File: src/rtl/sfft_pkg.sv
// Shared definitions for the SFFT controller and its bench: FSM state codes and the
// default stochastic stream-length exponent.
package sfft_pkg;

  typedef enum logic [2:0] {
    StIdle  = 3'd0,
    StLoad  = 3'd1,
    StClear = 3'd2,
    StRun   = 3'd3,
    StDone  = 3'd4
  } sfft_state_e;

  localparam int unsigned SfftBitwidthDefault = 8;

endpackage

File: src/rtl/sfft_ctrl.sv
// Frame sequencer for the stochastic FFT array: LOAD twiddles, CLEAR, RUN 2**BITWIDTH cycles, DONE.
// Optional macro SFFT_CTRL_CONT_EN chains frames from DONE straight to CLEAR when iStart is held.
module sfft_ctrl
  import sfft_pkg::*;
#(
  parameter int unsigned BITWIDTH = SfftBitwidthDefault,
  parameter int unsigned LOADCYC  = 1,
  parameter int unsigned FCNTW    = 16
) (
  input  logic                iClk,
  input  logic                iRst,
  input  logic                iStart,
  input  logic                iAbort,
  output logic                oRstN,
  output logic                oLoadW,
  output logic                oClr,
  output logic                oEn,
  output logic                oBusy,
  output logic                oDone,
  output logic [BITWIDTH-1:0] oCycCnt,
  output logic [FCNTW-1:0]    oFrameCnt
);

  localparam logic [3:0] LoadLast = 4'(LOADCYC - 1);

  sfft_state_e state_q;
  logic [3:0]  load_cnt_q;
  logic        start_ok;

  // Abort always beats start.
  assign start_ok = iStart & ~iAbort;

  always_ff @(posedge iClk) begin
    oRstN <= ~iRst;
    if (iRst) begin
      state_q    <= StIdle;
      load_cnt_q <= '0;
      oLoadW     <= 1'b0;
      oClr       <= 1'b0;
      oEn        <= 1'b0;
      oDone      <= 1'b0;
      oBusy      <= 1'b0;
      oCycCnt    <= '0;
      oFrameCnt  <= '0;
    end else if (iAbort && (state_q != StIdle)) begin
      state_q <= StIdle;
      oLoadW  <= 1'b0;
      oClr    <= 1'b0;
      oEn     <= 1'b0;
      oDone   <= 1'b0;
      oBusy   <= 1'b0;
    end else begin
      unique case (state_q)
        StIdle: begin
          if (start_ok) begin
            state_q    <= StLoad;
            load_cnt_q <= '0;
            oLoadW     <= 1'b1;
            oBusy      <= 1'b1;
          end
        end
        StLoad: begin
          if (load_cnt_q == LoadLast) begin
            state_q <= StClear;
            oLoadW  <= 1'b0;
            oClr    <= 1'b1;
          end else begin
            load_cnt_q <= load_cnt_q + 4'd1;
          end
        end
        StClear: begin
          state_q <= StRun;
          oClr    <= 1'b0;
          oEn     <= 1'b1;
          oCycCnt <= '0;
        end
        StRun: begin
          if (oCycCnt == '1) begin
            state_q   <= StDone;
            oEn       <= 1'b0;
            oDone     <= 1'b1;
            oFrameCnt <= oFrameCnt + 1'b1;
          end else begin
            oCycCnt <= oCycCnt + 1'b1;
          end
        end
        StDone: begin
          oDone <= 1'b0;
`ifdef SFFT_CTRL_CONT_EN
          // Twiddles are still loaded, so a continued frame only needs a clear.
          if (start_ok) begin
            state_q <= StClear;
            oClr    <= 1'b1;
          end else begin
            state_q <= StIdle;
            oBusy   <= 1'b0;
          end
`else
          state_q <= StIdle;
          oBusy   <= 1'b0;
`endif
        end
        default: begin
          state_q <= StIdle;
          oLoadW  <= 1'b0;
          oClr    <= 1'b0;
          oEn     <= 1'b0;
          oDone   <= 1'b0;
          oBusy   <= 1'b0;
        end
      endcase
    end
  end

endmodule

File: config.mk
export PLATFORM = sky130hd
export DESIGN_NAME = sfft_ctrl
export DESIGN_NICKNAME = d
export VERILOG_FILES = /design/src/rtl/sfft_pkg.sv /design/src/rtl/sfft_ctrl.sv
export SDC_FILE = /design/constraint.sdc
export NUM_CORES = 1
export LEC_CHECK = 0
export ABC_AREA = 1
export BUFFER_PORTS_ARGS = -buffer_cell sky130_fd_sc_hd__buf_2
export CAP_MARGIN = 30
export CORE_AREA = 2 2 58 87
export CTS_BUF_LIST = sky130_fd_sc_hd__clkbuf_16
export CTS_CLUSTER_DIAMETER = 80
export DETAILED_ROUTE_END_ITERATION = 12
export DIE_AREA = 0 0 60 89
export GPL_TIMING_DRIVEN = 0
export PLACE_DENSITY_LB_ADDON = 0.15
export SLEW_MARGIN = 20
export SYNTH_ARGS = -nofsm -noshare
export SYNTH_HDL_FRONTEND = slang
export SYNTH_SLANG_ARGS = --single-unit
File: constraint.sdc
create_clock -name iClk -period 1.9 [get_ports iClk]
set_clock_uncertainty 0.15 [all_clocks]
set_input_delay 0.19 -clock iClk [delete_from_list [all_inputs] [get_ports iClk]]
set_output_delay 0.19 -clock iClk [all_outputs]
set_load 0.01 [all_outputs]
Word-level counts from Yosys, hierarchy flattened
Index checks and enable logic that the tools add are counted.
{"block": "totals", "mem_bits_rw": 0, "latchBits": 0, "n_memories": 0, "regBits": 37, "out_inout_bits": 30, "mem_bits_ro": 0}
{"block": "classes", "n_mux": 19, "reduce_logical": 21, "mul": 0, "shifts": 0, "add_sub_neg": 3, "bitwise_logic": 9, "div_mod_pow": 0, "n_eq_ne": 10, "n_lt_le_gt_ge": 0}
{"cell": "$add 16x1->16 const B", "count": 1}
{"cell": "$pmux 8 s2", "count": 1}
{"cell": "$reduce_or 3->1", "count": 5}
{"cell": "$pmux 3 s4", "count": 1}
{"cell": "$reduce_and 3->1", "count": 4}
{"cell": "$ne 2x2->1 const B", "count": 5}
{"cell": "$mux 3", "count": 3}
{"cell": "$add 8x1->8 const B", "count": 1}
{"cell": "$eq 8x8->1 const B", "count": 1}
{"cell": "$mux 4", "count": 2}
{"cell": "$mux 8", "count": 1}
{"cell": "$not 1->1", "count": 8}
{"cell": "$pmux 4 s2", "count": 1}
{"cell": "$reduce_and 2->1", "count": 4}
{"cell": "$eq 3x2->1 const B", "count": 2}
{"cell": "$pmux 1 s2", "count": 3}
{"cell": "$pmux 1 s3", "count": 2}
{"cell": "$mux 1", "count": 5}
{"cell": "$add 4x1->4 const B", "count": 1}
{"cell": "$logic_not 4->1", "count": 1}
{"cell": "$reduce_and 4->1", "count": 1}
{"cell": "$reduce_bool 2->1", "count": 2}
{"cell": "$eq 3x1->1 const B", "count": 1}
{"cell": "$eq 3x3->1 const B", "count": 1}
{"cell": "other kinds (5)", "count": 5}

Longest topological paths before layout
{"block": "depth", "word_depth": 4, "ltp_mapped": 9}

Worst setup path before layout
OpenSTA, ideal clock, no wires.
{"block": "synth_path", "path_kind": "flip-flop to flip-flop", "from": "register oCycCnt[0]", "to": "register oFrameCnt[2]", "t_arrival_ps": 1523, "required_ps": 1686, "period_less_slack_ps": 1736, "slack_ps": 164, "setup_time_ps": 64, "stages_incl_launch_ff": 10, "path_cell_list": "dfxtp_1 > ha_1 > nand2_1 > nor2_2 > nand3_4 > nor2_2 > buf_4 > buf_6 > a21oi_1 > nor2_1"}
{"block": "synth_between", "elab_chain_cells": 2}
{"item": "start, declared", "line": "sfft_ctrl.sv:20", "rtl": "output logic [BITWIDTH-1:0] oCycCnt,"}
{"item": "start signal, assigned", "line": "sfft_ctrl.sv:84", "rtl": "oCycCnt <= oCycCnt + 1'b1;"}
{"item": "$eq 8x8->1", "line": "sfft_ctrl.sv:78", "rtl": "if (oCycCnt == '1) begin"}
{"item": "$reduce_and 3->1 (no line)"}
{"item": "end signal, assigned", "line": "sfft_ctrl.sv:82", "rtl": "oFrameCnt <= oFrameCnt + 1'b1;"}
{"item": "end, declared", "line": "sfft_ctrl.sv:21", "rtl": "output logic [FCNTW-1:0] oFrameCnt"}
No other way between the ends.
A chain may end at the register's enable or synchronous reset.

Worst setup path in the final report
{"block": "layout_path", "from": "register state_q[1]", "to": "register oFrameCnt[2]"}
{"block": "layout_between", "elab_chain_cells": 4, "elab_cells_between_ends": 5, "cone_classes": "1 x eq/ne; 1 x bitwise; 3 x reduce/logical"}
{"item": "start, declared", "line": "sfft_ctrl.sv:26", "rtl": "sfft_state_e state_q;"}
{"item": "start signal, assigned", "line": "sfft_ctrl.sv:36", "rtl": "state_q <= StIdle;"}
{"item": "start signal, assigned", "line": "sfft_ctrl.sv:46", "rtl": "state_q <= StIdle;"}
{"item": "start signal, assigned", "line": "sfft_ctrl.sv:56", "rtl": "state_q <= StLoad;"}
{"item": "$reduce_bool 3->1", "line": "sfft_ctrl.sv:45", "rtl": "end else if (iAbort && (state_q != StIdle)) begin"}
{"item": "$logic_and 1x1->1", "line": "sfft_ctrl.sv:45"}
{"item": "$not 1->1 (no line)"}
{"item": "$reduce_and 3->1 (no line) *"}
Every way passes the cells marked *; elsewhere a longest branch is shown, timed or not.

==> impl_metrics.py <==
metrics = {
    "synthesis": {
        "ys_seq_area_share_pct": 37.0,
        "syn_inst": 320,
        "yosysUniqueCellTypes": 24,
        "avgSynthCellArea_um2": 6.25,
        "syn_nets": 328,
        "yosysWarnings": 0,
        "netlist_area_um2": 2000,
        "ys_ff_latch": 37,
    },
    "routing": {
        "drc": 0,
        "first_pass_iters": 4,
        "drtIter0Drc": 56,
        "totalWireLength_um": 4810,
        "vias": 2095,
        "post_drt_wl_per_cell_um": 11.2,
        "drtAntennaViolNets": 0,
        "vias_per_cell": 4.89,
    },
    "placement": {
        "port_buffers": 32,
        "place_hpwl_um": 3520,
        "post-place-ws_ps": -19.0,
        "dp.cells": 416,
        "gp_congestion": 0.890,
    },
    "critical_path": {
        "cp_cell_sequence": "nand2_1, nor2_4, nand3_4, nor2_4, buf_6, buf_6, a21oi_1, nor2_1",
        "cp_slowest_cell": "dfxtp_1",
        "cp_num_buf_inv": 2,
        "cp_slowest_stage_delay_ps": 470,
        "cp-start-kind": "flip-flop",
        "critical_path.top_delay_family": "simple AND/OR/NAND/NOR gates",
        "r2r_slack_ps": 80,
        "cp_data_arrival_time_ps": 1880,
        "crit_type": "reg2reg",
        "cp_max_fo": 10,
        "critical_path_required_ps": 1960,
        "end_kind": "flip-flop",
    },
    "sta": {
        "tightest_slew_ps": 445,
        "hold_viol": 0,
        "finalSetupTns_ps": 0,
        "finalCritPeriodShare_pct": 95.7,
        "rsz0062_at_grt": "true",
        "timing.final.ws_setup_ps": 82.1,
        "clock.fmax_ghz": 0.550,
        "setup_violations": 0,
        "slew_headroom_pct": 70.4,
        "maxSlewViolCount": 0,
        "period_needed_ps": 1820,
    },
    "clocking": {
        "cts_buffer_depth": 2,
        "cts_hold_buf": 0,
        "path_clk_slew_ps": 60,
        "htree_levels": 2,
        "cts_tree": "yes",
        "clockRootBuffer": "clkbuf_16",
        "clock_sinks": 37,
        "cts_buffers": 5,
        "clk_latency_ps": 280,
    },
    "grt": {
        "grt_pass1_wl_um": 7980,
        "met1_usage_pct": 21.8,
        "grt_pass1_vias": 1833,
        "use_met2_pct": 34.9,
        "use_met3_pct": 3.47,
        "grt_max_degree": 12,
        "grt.total_usage_pct": 19.6,
        "busiest_layer": "met2",
        "antenna_found_initial": 0,
        "grt.overflow.total": 0,
    },
    "final_layout": {
        "nNetsFinal": 371,
        "drive_above_1_share_pct": 16.8,
        "nFillCells": 493,
        "final_cells": 428,
        "post-route-util_pct": 53.9,
        "diodes": 0,
        "syn_to_final_growth_pct": 22.5,
    },
    "floorplanning": {
        "fp.dieW_um": 60,
        "core_area_um2": 4540,
        "pin_count": 34,
        "num_rows": 30,
        "die_y_um": 89,
        "die_area_um2": 5340,
        "initial_core_util_pct": 44.0,
    },
    "worst_hold_path": {
        "hp-class": "in2reg",
    },
    "power": {
        "p_total_w": 0.00201,
        "p_per_area_nw_per_um2": 822,
        "peakVddDrop_uv": 508,
        "p_leak_nw": 1.14,
    },
    "status": {
        "status": "completed",
    },
    "run": {
        "drv_cap": 0,
    },
}
worst reg2reg max path, stage by stage (launching register included):
cell and delay [ps]:
dfxtp_1 470, nand2_1 140, nor2_4 210, nand3_4 150, nor2_4 130, buf_6 160, buf_6 150, a21oi_1 90
nor2_1 110
area by class of cell:
type,instances,area [um^2],area share (%)
plain buffers,6,41.3,1.69
clock buffers,5,125,5.11
clock inverters,3,12.5,0.511
inverters,36,135,5.52
multi-input cells,241,1120,45.8
flip-flops and latches,37,743,30.3
well taps,64,80.1,3.27
repair buffers,36,190,7.76
stage by stage:
stage                     hold slack (ps)  cell area (um^2)
after global placement                302              2240
after detailed placement              314              2240
after CTS                             120              2390
final                                 120              2450
after floorplan                       259              2000
after global routing                  163              2450
layout by cell type (no fill, tap or decap), types with 5 or more instances in the layout:
| cell type | Yosys | routed |
|---|---|---|
| a21oi_1 | 29 | 29 |
| buf_2 | 1 | 32 |
| clkbuf_16 | 0 | 5 |
| dfxtp_1 | 37 | 35 |
| inv_1 | 34 | 34 |
| nand2_1 | 97 | 95 |
| nand3_1 | 30 | 30 |
| nand4_1 | 5 | 5 |
| nor2_1 | 55 | 54 |
| nor2_4 | 1 | 5 |
| o21ai_0 | 7 | 7 |
synthesized netlist by cell type:
library cell / instances / area [um^2]
nand2_1: 97 / 364
nand3b_1: 2 / 15.0
clkbuf_1: 2 / 7.51
nor2_2: 5 / 31.3
a21boi_1: 1 / 7.51
inv_1: 34 / 128
nand3_4: 1 / 17.5
buf_4: 1 / 7.51
inv_2: 2 / 7.51
buf_6: 1 / 11.3
ha_1: 4 / 50.1
o211ai_1: 1 / 7.51
a21oi_1: 29 / 145
o21ai_1: 1 / 5.00
nor2_4: 1 / 11.3
nor3_1: 1 / 5.00
o22ai_1: 1 / 6.26
buf_1: 1 / 3.75
nand4_1: 5 / 31.3
o21ai_0: 7 / 35.0
nand3_1: 30 / 150
dfxtp_1: 37 / 741
buf_2: 1 / 5.00
nor2_1: 55 / 206
where the power goes:
part / switching [W] / total, W / internal (W)
registers: 0.0000418 / 0.000859 / 0.000817
clock network: 0.000315 / 0.000789 / 0.000474
logic: 0.000238 / 0.000366 / 0.000128
logic make-up (layout without fill, tap and decap cells):
logic type,Yosys count,in the layout,share of synthesized area (%)
compound gates,40,40,10.3
fa+ha+maj,4,4,2.50
buf+inv,42,86,8.51
flops,37,37,37.0
simple gates,197,197,41.6
per-layer routing:
metal / share of wire (%) / wire (um) / vias up
li1: - / - / 1106
met1: 42 / 2000 / 939
met2: 53 / 2560 / 39
met3: 2.8 / 133 / 11
met4: 2.6 / 124 / 0
met5: 0 / 0 / -
flip-flops by register name (all words and copies together), names as in the netlist:
name	count
oEn	1
oDone	1
oBusy	1
state_q	3
oRstN	1
load_cnt_q	4
oLoadW	1
oFrameCnt	16
oCycCnt	8
oClr	1
worst paths after layout:
path / cells past startpoint / startpoint / to
setup / recovery: 8 / state_q[1] / oFrameCnt[2]
setup reg to reg: 8 / state_q[1] / oFrameCnt[2]
hold reg to reg: 1 / oCycCnt[0] / oCycCnt[0]
hold / removal: 4 / iAbort / oLoadW
timing repair:
action                                  4_1_cts  5_1_grt
pin swaps                                     1        2
setup buffers                                 0        4
endpoints found under the setup margin       10       19
resized for setup                             3       10
Power figures use the tool's default switching activity.
